$ cat src/rtl/wm_panel_input.sv
// Washing-machine front-panel conditioner: synchronizes and debounces keys and switches,
// derives press / long-hold events and runs the IDLE/RUN/PAUSED request state machine.
module wm_panel_input #(
  parameter int DEBOUNCE_CYCLES = 1_000_000,
  parameter int LONG_CYCLES     = 100_000_000
) (
  input  logic       clk,
  input  logic       reset,
  input  logic       key_start_n,
  input  logic       key_pause_n,
  input  logic       key_mode_n,
  input  logic       sw_cover,
  input  logic       sw_water,
  output logic       start,
  output logic       pause,
  output logic [1:0] mode,
  output logic       cover_closed,
  output logic       water_connected,
  output logic       interlock_err
);

  localparam int N_IN = 5;
  localparam int N_KEY = 3;
  localparam int DW = $clog2(DEBOUNCE_CYCLES + 1);
  localparam int LW = $clog2(LONG_CYCLES + 1);
  // Bit order: start, pause, mode keys (active-low), then cover, water switches.
  localparam logic [N_IN-1:0] IDLE_LEVEL = 5'b00111;
  localparam logic [DW-1:0]   DB_LAST    = DW'(DEBOUNCE_CYCLES - 1);
  localparam logic [LW-1:0]   LONG_LAST  = LW'(LONG_CYCLES - 1);
  localparam logic [LW-1:0]   LONG_MAX   = LW'(LONG_CYCLES);

  typedef enum logic [1:0] {IDLE, RUN, PAUSED} state_t;

  logic [N_IN-1:0]  raw;
  logic [N_IN-1:0]  debounced;
  logic [N_KEY-1:0] key_sync;

  assign raw = {sw_water, sw_cover, key_mode_n, key_pause_n, key_start_n};

  generate
    for (genvar gi = 0; gi < N_IN; gi++) begin : g_cond
      logic          sync1_reg;
      logic          sync2_reg;
      logic          stable_reg;
      logic [DW-1:0] cnt_reg;

      always_ff @(posedge clk or negedge reset) begin
        if (!reset) begin
          sync1_reg  <= IDLE_LEVEL[gi];
          sync2_reg  <= IDLE_LEVEL[gi];
          stable_reg <= IDLE_LEVEL[gi];
          cnt_reg    <= '0;
        end else begin
          sync1_reg <= raw[gi];
          sync2_reg <= sync1_reg;
          if (sync2_reg == stable_reg) begin
            cnt_reg <= '0;
          end else if (cnt_reg == DB_LAST) begin
            stable_reg <= sync2_reg;
            cnt_reg    <= '0;
          end else begin
            cnt_reg <= cnt_reg + DW'(1);
          end
        end
      end

      assign debounced[gi] = stable_reg;

      if (gi < N_KEY) begin : g_key
        assign key_sync[gi] = sync2_reg;
      end
    end
  endgenerate

  logic [N_KEY-1:0] key_q_reg;
  logic [1:0]       settle_reg;
  logic [N_KEY-1:0] armed_reg;
  logic [LW-1:0]    long_cnt_reg;
  logic [N_KEY-1:0] press;
  logic             long_evt;
  logic             ok;

  // A key only arms once the synchronizer has shown it released after reset,
  // so a key held through reset must be released and pressed again.
  always_ff @(posedge clk or negedge reset) begin
    if (!reset) begin
      key_q_reg    <= '1;
      settle_reg   <= '0;
      armed_reg    <= '0;
      long_cnt_reg <= '0;
    end else begin
      key_q_reg  <= debounced[N_KEY-1:0];
      settle_reg <= {settle_reg[0], 1'b1};
      if (settle_reg[1]) begin
        armed_reg <= armed_reg | key_sync;
      end
      if (key_q_reg[0]) begin
        long_cnt_reg <= '0;
      end else if (long_cnt_reg != LONG_MAX) begin
        long_cnt_reg <= long_cnt_reg + LW'(1);
      end
    end
  end

  assign press    = armed_reg & key_q_reg & ~debounced[N_KEY-1:0];
  assign long_evt = !key_q_reg[0] && (long_cnt_reg == LONG_LAST);
  assign ok       = debounced[3] && debounced[4];

  state_t     state_reg;
  logic       start_reg;
  logic       pause_reg;
  logic [1:0] mode_reg;
  logic       err_reg;

  always_ff @(posedge clk or negedge reset) begin
    if (!reset) begin
      state_reg <= IDLE;
      start_reg <= 1'b0;
      pause_reg <= 1'b0;
      mode_reg  <= 2'd0;
      err_reg   <= 1'b0;
    end else begin
      err_reg <= 1'b0;
      case (state_reg)
        IDLE: begin
          if (press[0]) begin
            if (ok) begin
              state_reg <= RUN;
              start_reg <= 1'b1;
              pause_reg <= 1'b0;
            end else begin
              err_reg <= 1'b1;
            end
          end
          if (press[2]) begin
            mode_reg <= (mode_reg == 2'd2) ? 2'd0 : mode_reg + 2'd1;
          end
        end
        RUN: begin
          if (long_evt) begin
            state_reg <= IDLE;
            start_reg <= 1'b0;
            pause_reg <= 1'b0;
          end else if (press[1] || !ok) begin
            state_reg <= PAUSED;
            start_reg <= 1'b0;
            pause_reg <= 1'b1;
          end
        end
        PAUSED: begin
          if (long_evt) begin
            state_reg <= IDLE;
            start_reg <= 1'b0;
            pause_reg <= 1'b0;
          end else if (press[1] || press[0]) begin
            if (ok) begin
              state_reg <= RUN;
              start_reg <= 1'b1;
              pause_reg <= 1'b0;
            end else begin
              err_reg <= 1'b1;
            end
          end
        end
        default: begin
          state_reg <= IDLE;
          start_reg <= 1'b0;
          pause_reg <= 1'b0;
        end
      endcase
    end
  end

  assign start           = start_reg;
  assign pause           = pause_reg;
  assign mode            = mode_reg;
  assign interlock_err   = err_reg;
  assign cover_closed    = debounced[3];
  assign water_connected = debounced[4];

endmodule

$ cat config.mk
export PLATFORM = sky130hd
export DESIGN_NAME = wm_panel_input
export DESIGN_NICKNAME = d
export VERILOG_FILES = /design/src/rtl/wm_panel_input.sv
export SDC_FILE = /design/constraint.sdc
export NUM_CORES = 1
export LEC_CHECK = 0
export ABC_AREA = 1
export ABC_CLOCK_PERIOD_IN_PS = 1600
export BUFFER_PORTS_ARGS = -buffer_cell sky130_fd_sc_hd__buf_2
export CAP_MARGIN = 20
export CELL_PAD_IN_SITES_DETAIL_PLACEMENT = 1
export CELL_PAD_IN_SITES_GLOBAL_PLACEMENT = 1
export CORE_ASPECT_RATIO = 1.4
export CORE_UTILIZATION = 43
export CTS_CLUSTER_SIZE = 40
export DETAILED_ROUTE_END_ITERATION = 8
export PLACE_DENSITY = 0.74
export RECOVER_POWER = 25
export SLEW_MARGIN = 10
export SYNTH_ARGS = -nofsm -noshare
export SYNTH_HDL_FRONTEND = slang
export SYNTH_SLANG_ARGS = --single-unit
$ cat constraint.sdc
create_clock -name clk -period 1.6 [get_ports clk]
set_input_delay 0.32 -clock clk [delete_from_list [all_inputs] [get_ports clk]]
set_output_delay 0.32 -clock clk [all_outputs]
set_load 0.02 [all_outputs]
Word-level counts from Yosys, hierarchy flattened
Cells that the tools add are included.

Register bits: 157. Bits in latches: 0. RAM bits: 0. ROM bits: 0. Input bits: 7. Output and inout bits: 7. Memories kept: 0.

Add/sub/neg operators: 7. $mul: 0. Div/mod/pow operators: 0. Order comparisons: 0. Equal/unequal tests: 18. Shifts and indexed selects: 0. Multiplexer cells: 39. Bitwise operators: 9. Reductions and logical operators: 15.

Operator list (number): 20-bit two-way mux (10); 20-bit by 1-bit adder with 20-bit output, second input constant (5); 20-bit == test, second input constant (5); 27-bit two-way mux (2); 27-bit by 1-bit adder with 27-bit output, second input constant (1); 27-bit == test, second input constant (1); 27-bit != test, second input constant (1); 1-bit two-way mux (16); 2-bit two-way mux (7); 2-bit AND reduction (6); 3-bit bitwise AND (2); 3-bit != test, second input constant (2); 1-bit case mux with 3 select lines (2); 2-bit case mux with 3 select lines (1); 1-bit == test (5); 1-bit NOT (5); 2-bit == test, second input constant (2); 3-bit NOT (1); 3-bit bitwise OR (1); 3-bit AND reduction (1); 2-bit by 1-bit adder with 2-bit output, second input constant (1); 2-bit by 1-bit == test with 1-bit output, second input constant (1); 1-bit logical AND (2); 1-bit logical NOT (2); other kinds (5) (6).

Logic depth before layout (Yosys ltp)
Depth after elaboration: 6. Mapped depth: 11. Mapped depth without buffers: 11.

Worst setup path after synthesis
Ideal clock, no wire load.

Path type: flip-flop to flip-flop. Start point: register long_cnt_reg[0]. End point: register state_reg[1]. Library setup time: 0.117 ns. Arrival: 1.392 ns. Path slack: 0.091 ns. Cell stages (with the launch flop): 12. Period minus slack after synthesis: 1.509 ns. Cells stage by stage: dfrtp_1 > ha_1 > nand2_2 > nor2_2 > nand2_2 > inv_2 > nand3_4 > nand2_1 > nor2_1 > nor2_4 > nand2_1 > nand2_1.

Word-level cells in the longest chain between the ends: 4. Elaborated cells between the ends (all ways): 8. Those cells by class: 3 x eq/ne; 3 x mux; 2 x reduce/logical.

Ends and longest elaborated chain: start, declared (line 78) `logic [LW-1:0] long_cnt_reg;`; start signal, assigned (line 100) `long_cnt_reg <= long_cnt_reg + LW'(1);`; 27-bit == test (*) (line 106) `assign long_evt = !key_q_reg[0] && (long_cnt_reg == LONG_LAST);`; 1-bit logical AND (*) (line 106); 3-bit != test (no source line) (tied with other cells); 3-bit AND reduction (no source line) / 2-bit case mux with 3 select lines (equally long branches); end signal, assigned (line 117) `state_reg <= IDLE;`; end signal, assigned (line 128) `state_reg <= RUN;`; end signal, assigned (line 141) `state_reg <= IDLE;`; end, declared (line 109) `state_t state_reg;`.

Every way passes the cells marked *; elsewhere a longest branch is shown, timed or not. A chain may end at the register's enable or synchronous reset.

Final worst setup path
Start point: register g_cond[4].cnt_reg[1]. End point: register g_cond[4].cnt_reg[9].

Word-level cells in the longest chain between the ends: 3. Elaborated cells between the ends (all ways): 4. Those cells by class: 1 x add/sub; 1 x eq/ne; 2 x mux.

Ends and longest elaborated chain: start, declared (line 45) `logic [DW-1:0] cnt_reg;`; start signal, assigned (line 62) `cnt_reg <= cnt_reg + DW'(1);`; 20-bit by 1-bit adder with 20-bit output / 20-bit == test (equally long branches) (line 62, 58); 20-bit two-way mux (*) (line 58) `end else if (cnt_reg == DB_LAST) begin`; 20-bit two-way mux (*) (line 56) `if (sync2_reg == stable_reg) begin`.

Marks and branches as above.

==> impl_metrics.env <==
export IMPL_ys_types=40
export IMPL_wl_per_cell_microns=15.8
export IMPL_violations="setup timing"
export IMPL_whs_ns=0.352
export IMPL_cp_data_required_time_ns=1.93
export IMPL_syn_cell_area_sq_um=8000
export IMPL_cts_buffer_depth=2
export IMPL_mostFrequentLayoutCell="nor2_1"
export IMPL_end_kind="flip-flop"
export IMPL_fin_nets=1117
export IMPL_place_congestion=0.837
export IMPL_first_iter_violations=236
export IMPL_die_area_sq_um=19200
export IMPL_grtUsageTotal_pct=22.5
export IMPL_fin_util_pct=56.3
export IMPL_syn_avg_cell_area_sq_um=8.17
export IMPL_viasPerCell=5.05
export IMPL_synthToLayoutAreaGrowth_pct=27.1
export IMPL_seqCellArea_sq_um=3950
export IMPL_firstDrtPassIters=4
export IMPL_vdd_ir_drop_worst_v=0.000634
export IMPL_dieHeight_microns=163
export IMPL_grt_max_degree=36
export IMPL_synth_fp_nets=994
export IMPL_hpwl_microns=14400
export IMPL_fin_worst_skew_ns=0.0148
export IMPL_setup_ws_ns=-0.0369
export IMPL_largest_register_ffs=100
export IMPL_ys_warn_count=0
export IMPL_port_buffers=13
export IMPL_path_max_fanout=4
export IMPL_synth_seq_area_share_pct=49.3
export IMPL_critPathLaunchType="flip-flop"
export IMPL_finalCriticalPeriod_ns=1.64
export IMPL_numCtsBuffers=17
export IMPL_grt_pass1_wl_microns=34600
export IMPL_htreeDepth=4
export IMPL_die_w_microns=117
export IMPL_synth_seq_cells=157
export IMPL_final_layout_size_suffix_gt1_share_pct=26.2
export IMPL_final_cell_mix="172 x nor2_1, 150 x nand2_1, 143 x dfrtp_1"
export IMPL_cts_num_sinks=157
export IMPL_critPathKind="reg2reg"
export IMPL_worstMarginPinSlew_ns=1.03
export IMPL_first_global_vias=7321
export IMPL_ys_flop_type="dfrtp_1"
export IMPL_clk_pin_slew_ns=0.07
export IMPL_synthArstFlopShare_pct=100
export IMPL_syn_inst=980
export IMPL_root_buffer="clkbuf_16"
export IMPL_r2r_setup_slack_ns=-0.04
export IMPL_rsz0062_at_grt="yes"
export IMPL_power_density_nw_per_um2=847
export IMPL_drc=0
export IMPL_ioPinCount=14
export IMPL_outcome="finished, violations left"
export IMPL_critPathArrivalTime_ns=1.96
export IMPL_final_period_utilization_pct=102
export IMPL_grt_antenna_before_repair=0
export IMPL_hold_path_class="reg2reg"
export IMPL_overflow=0
export IMPL_initial_utilization_pct=44.3
export IMPL_n_antenna_cell=0
export IMPL_maxCapViolCount=0
export IMPL_ant_nets=0
export IMPL_finalSetupViolations=9
export IMPL_total_leakage_power_nw=4.59
export IMPL_relSlewSlack_pct=31.5
export IMPL_fp_coreArea_sq_um=18100
export IMPL_synth_edf_count=0
export IMPL_multi_input_area_sq_um=3980
export IMPL_max_freq_mhz=611
export IMPL_n_fill_cell=2130
export IMPL_wirelength_microns=21400
export IMPL_final_hold_violation_count=0
export IMPL_clk_latency_ns=0.43
export IMPL_via_count=6849
export IMPL_timing_final_max_slew_violations=0
export IMPL_row_count=58
export IMPL_cts_tree="yes"
synthesized netlist by cell type (2+ instances only):
master,n,area share (%)
a21oi_1,33,2.1
a31oi_1,5,0.39
and3_1,2,0.16
buf_2,2,0.13
clkinv_1,4,0.19
dfrtp_1,145,45
dfstp_2,12,3.9
ha_1,7,1.1
inv_1,102,4.8
inv_2,20,0.94
nand2_1,162,7.6
nand2_2,10,0.78
nand2_4,2,0.28
nand3_1,66,4.1
nand3_2,6,0.75
nand3b_2,3,0.42
nand4_1,20,1.6
nor2_1,199,9.3
nor2_2,11,0.86
nor2_4,5,0.70
nor3_1,52,3.3
nor3_2,12,1.5
nor3_4,5,1.0
nor3b_1,7,0.66
o21ai_0,22,1.4
o21ai_1,7,0.44
o21bai_1,2,0.19
or2_2,3,0.23
xnor2_1,7,0.77
xor2_1,37,4.0
repair_timing:
item,4_1_cts,5_1_grt
pin swaps,6,40
hold buffers,6,0
buffers inserted,7,27
resized for setup,21,98
endpoints found under the hold margin,31,0
endpoints found under the setup margin,41,90
worst paths after layout:
kind	startpoint	to	depth (start not counted)
max	g_cond[4].cnt_reg[1]	g_cond[4].cnt_reg[9]	8
min	g_cond[4].sync1_reg	g_cond[4].sync2_reg	0
max reg2reg	g_cond[4].cnt_reg[1]	g_cond[4].cnt_reg[9]	8
min reg2reg	g_cond[4].sync1_reg	g_cond[4].sync2_reg	0
max in group asynchronous	reset	g_cond[2].sync1_reg	3
min in group asynchronous	reset	g_cond[3].cnt_reg[16]	2
area by class of cell:
type                    instances  area share [%]
well taps                     240            2.95
multi-input cells             692            39.1
inverters                     126            4.67
flip-flops and latches        157            38.8
repair buffers                109            8.57
clock buffers                  20            4.29
clock inverters                12            1.59
routing by layer:
metal	GRT usage [%]	wire (microns)	share of wire, %	vias to the layer above
met1	25.2	8720	41	3398
li1	-	-	-	3371
met4	8.97	442	2.1	0
met5	0	0	0	-
met3	3.74	338	1.6	35
met2	42.2	11900	56	45
power breakdown:
part	internal [mW]	switching (mW)
Sequential	4.02	0.0395
Combinational	0.144	0.222
Clock	2.47	1.72
Total	6.63	1.98
logic make-up after synthesis:
family / share of synthesized area, %
AO/OA/AOI/OAI: 4.85
other: 0.0469
flip-flops: 49.3
buffers and inverters: 6.22
XOR/XNOR: 4.81
AND/OR/NAND/NOR: 33.7
adder cells (fa/ha/maj): 1.09
metrics by stage:
step | cell area, sq um | setup slack, ns | TNS (ns) | power [mW] | instances
3_3_place_gp | 8810 | 0.00235 | 0 | 4.40 | 1284
2_1_floorplan | 8000 | 0.0909 | 0 | 4.22 | 980
6_report | 10200 | -0.0369 | -0.146 | 8.62 | 1356
4_1_cts | 9600 | -0.00325 | -0.00325 | 8.64 | 1329
3_5_place_dp | 8810 | -0.0684 | -0.762 | 4.42 | 1284
5_1_grt | 10200 | -0.166 | -6.14 | 8.90 | 1356
critical path, cell delays in order (launching register included):
cell and delay (ns):
dfrtp_1 0.36, buf_4 0.12, buf_4 0.09, nand3_1 0.15
nor3_4 0.26, nand3_4 0.17, buf_4 0.18, xor2_1 0.15
nor2_1 0.05
(Power assumes the default switching activity.)
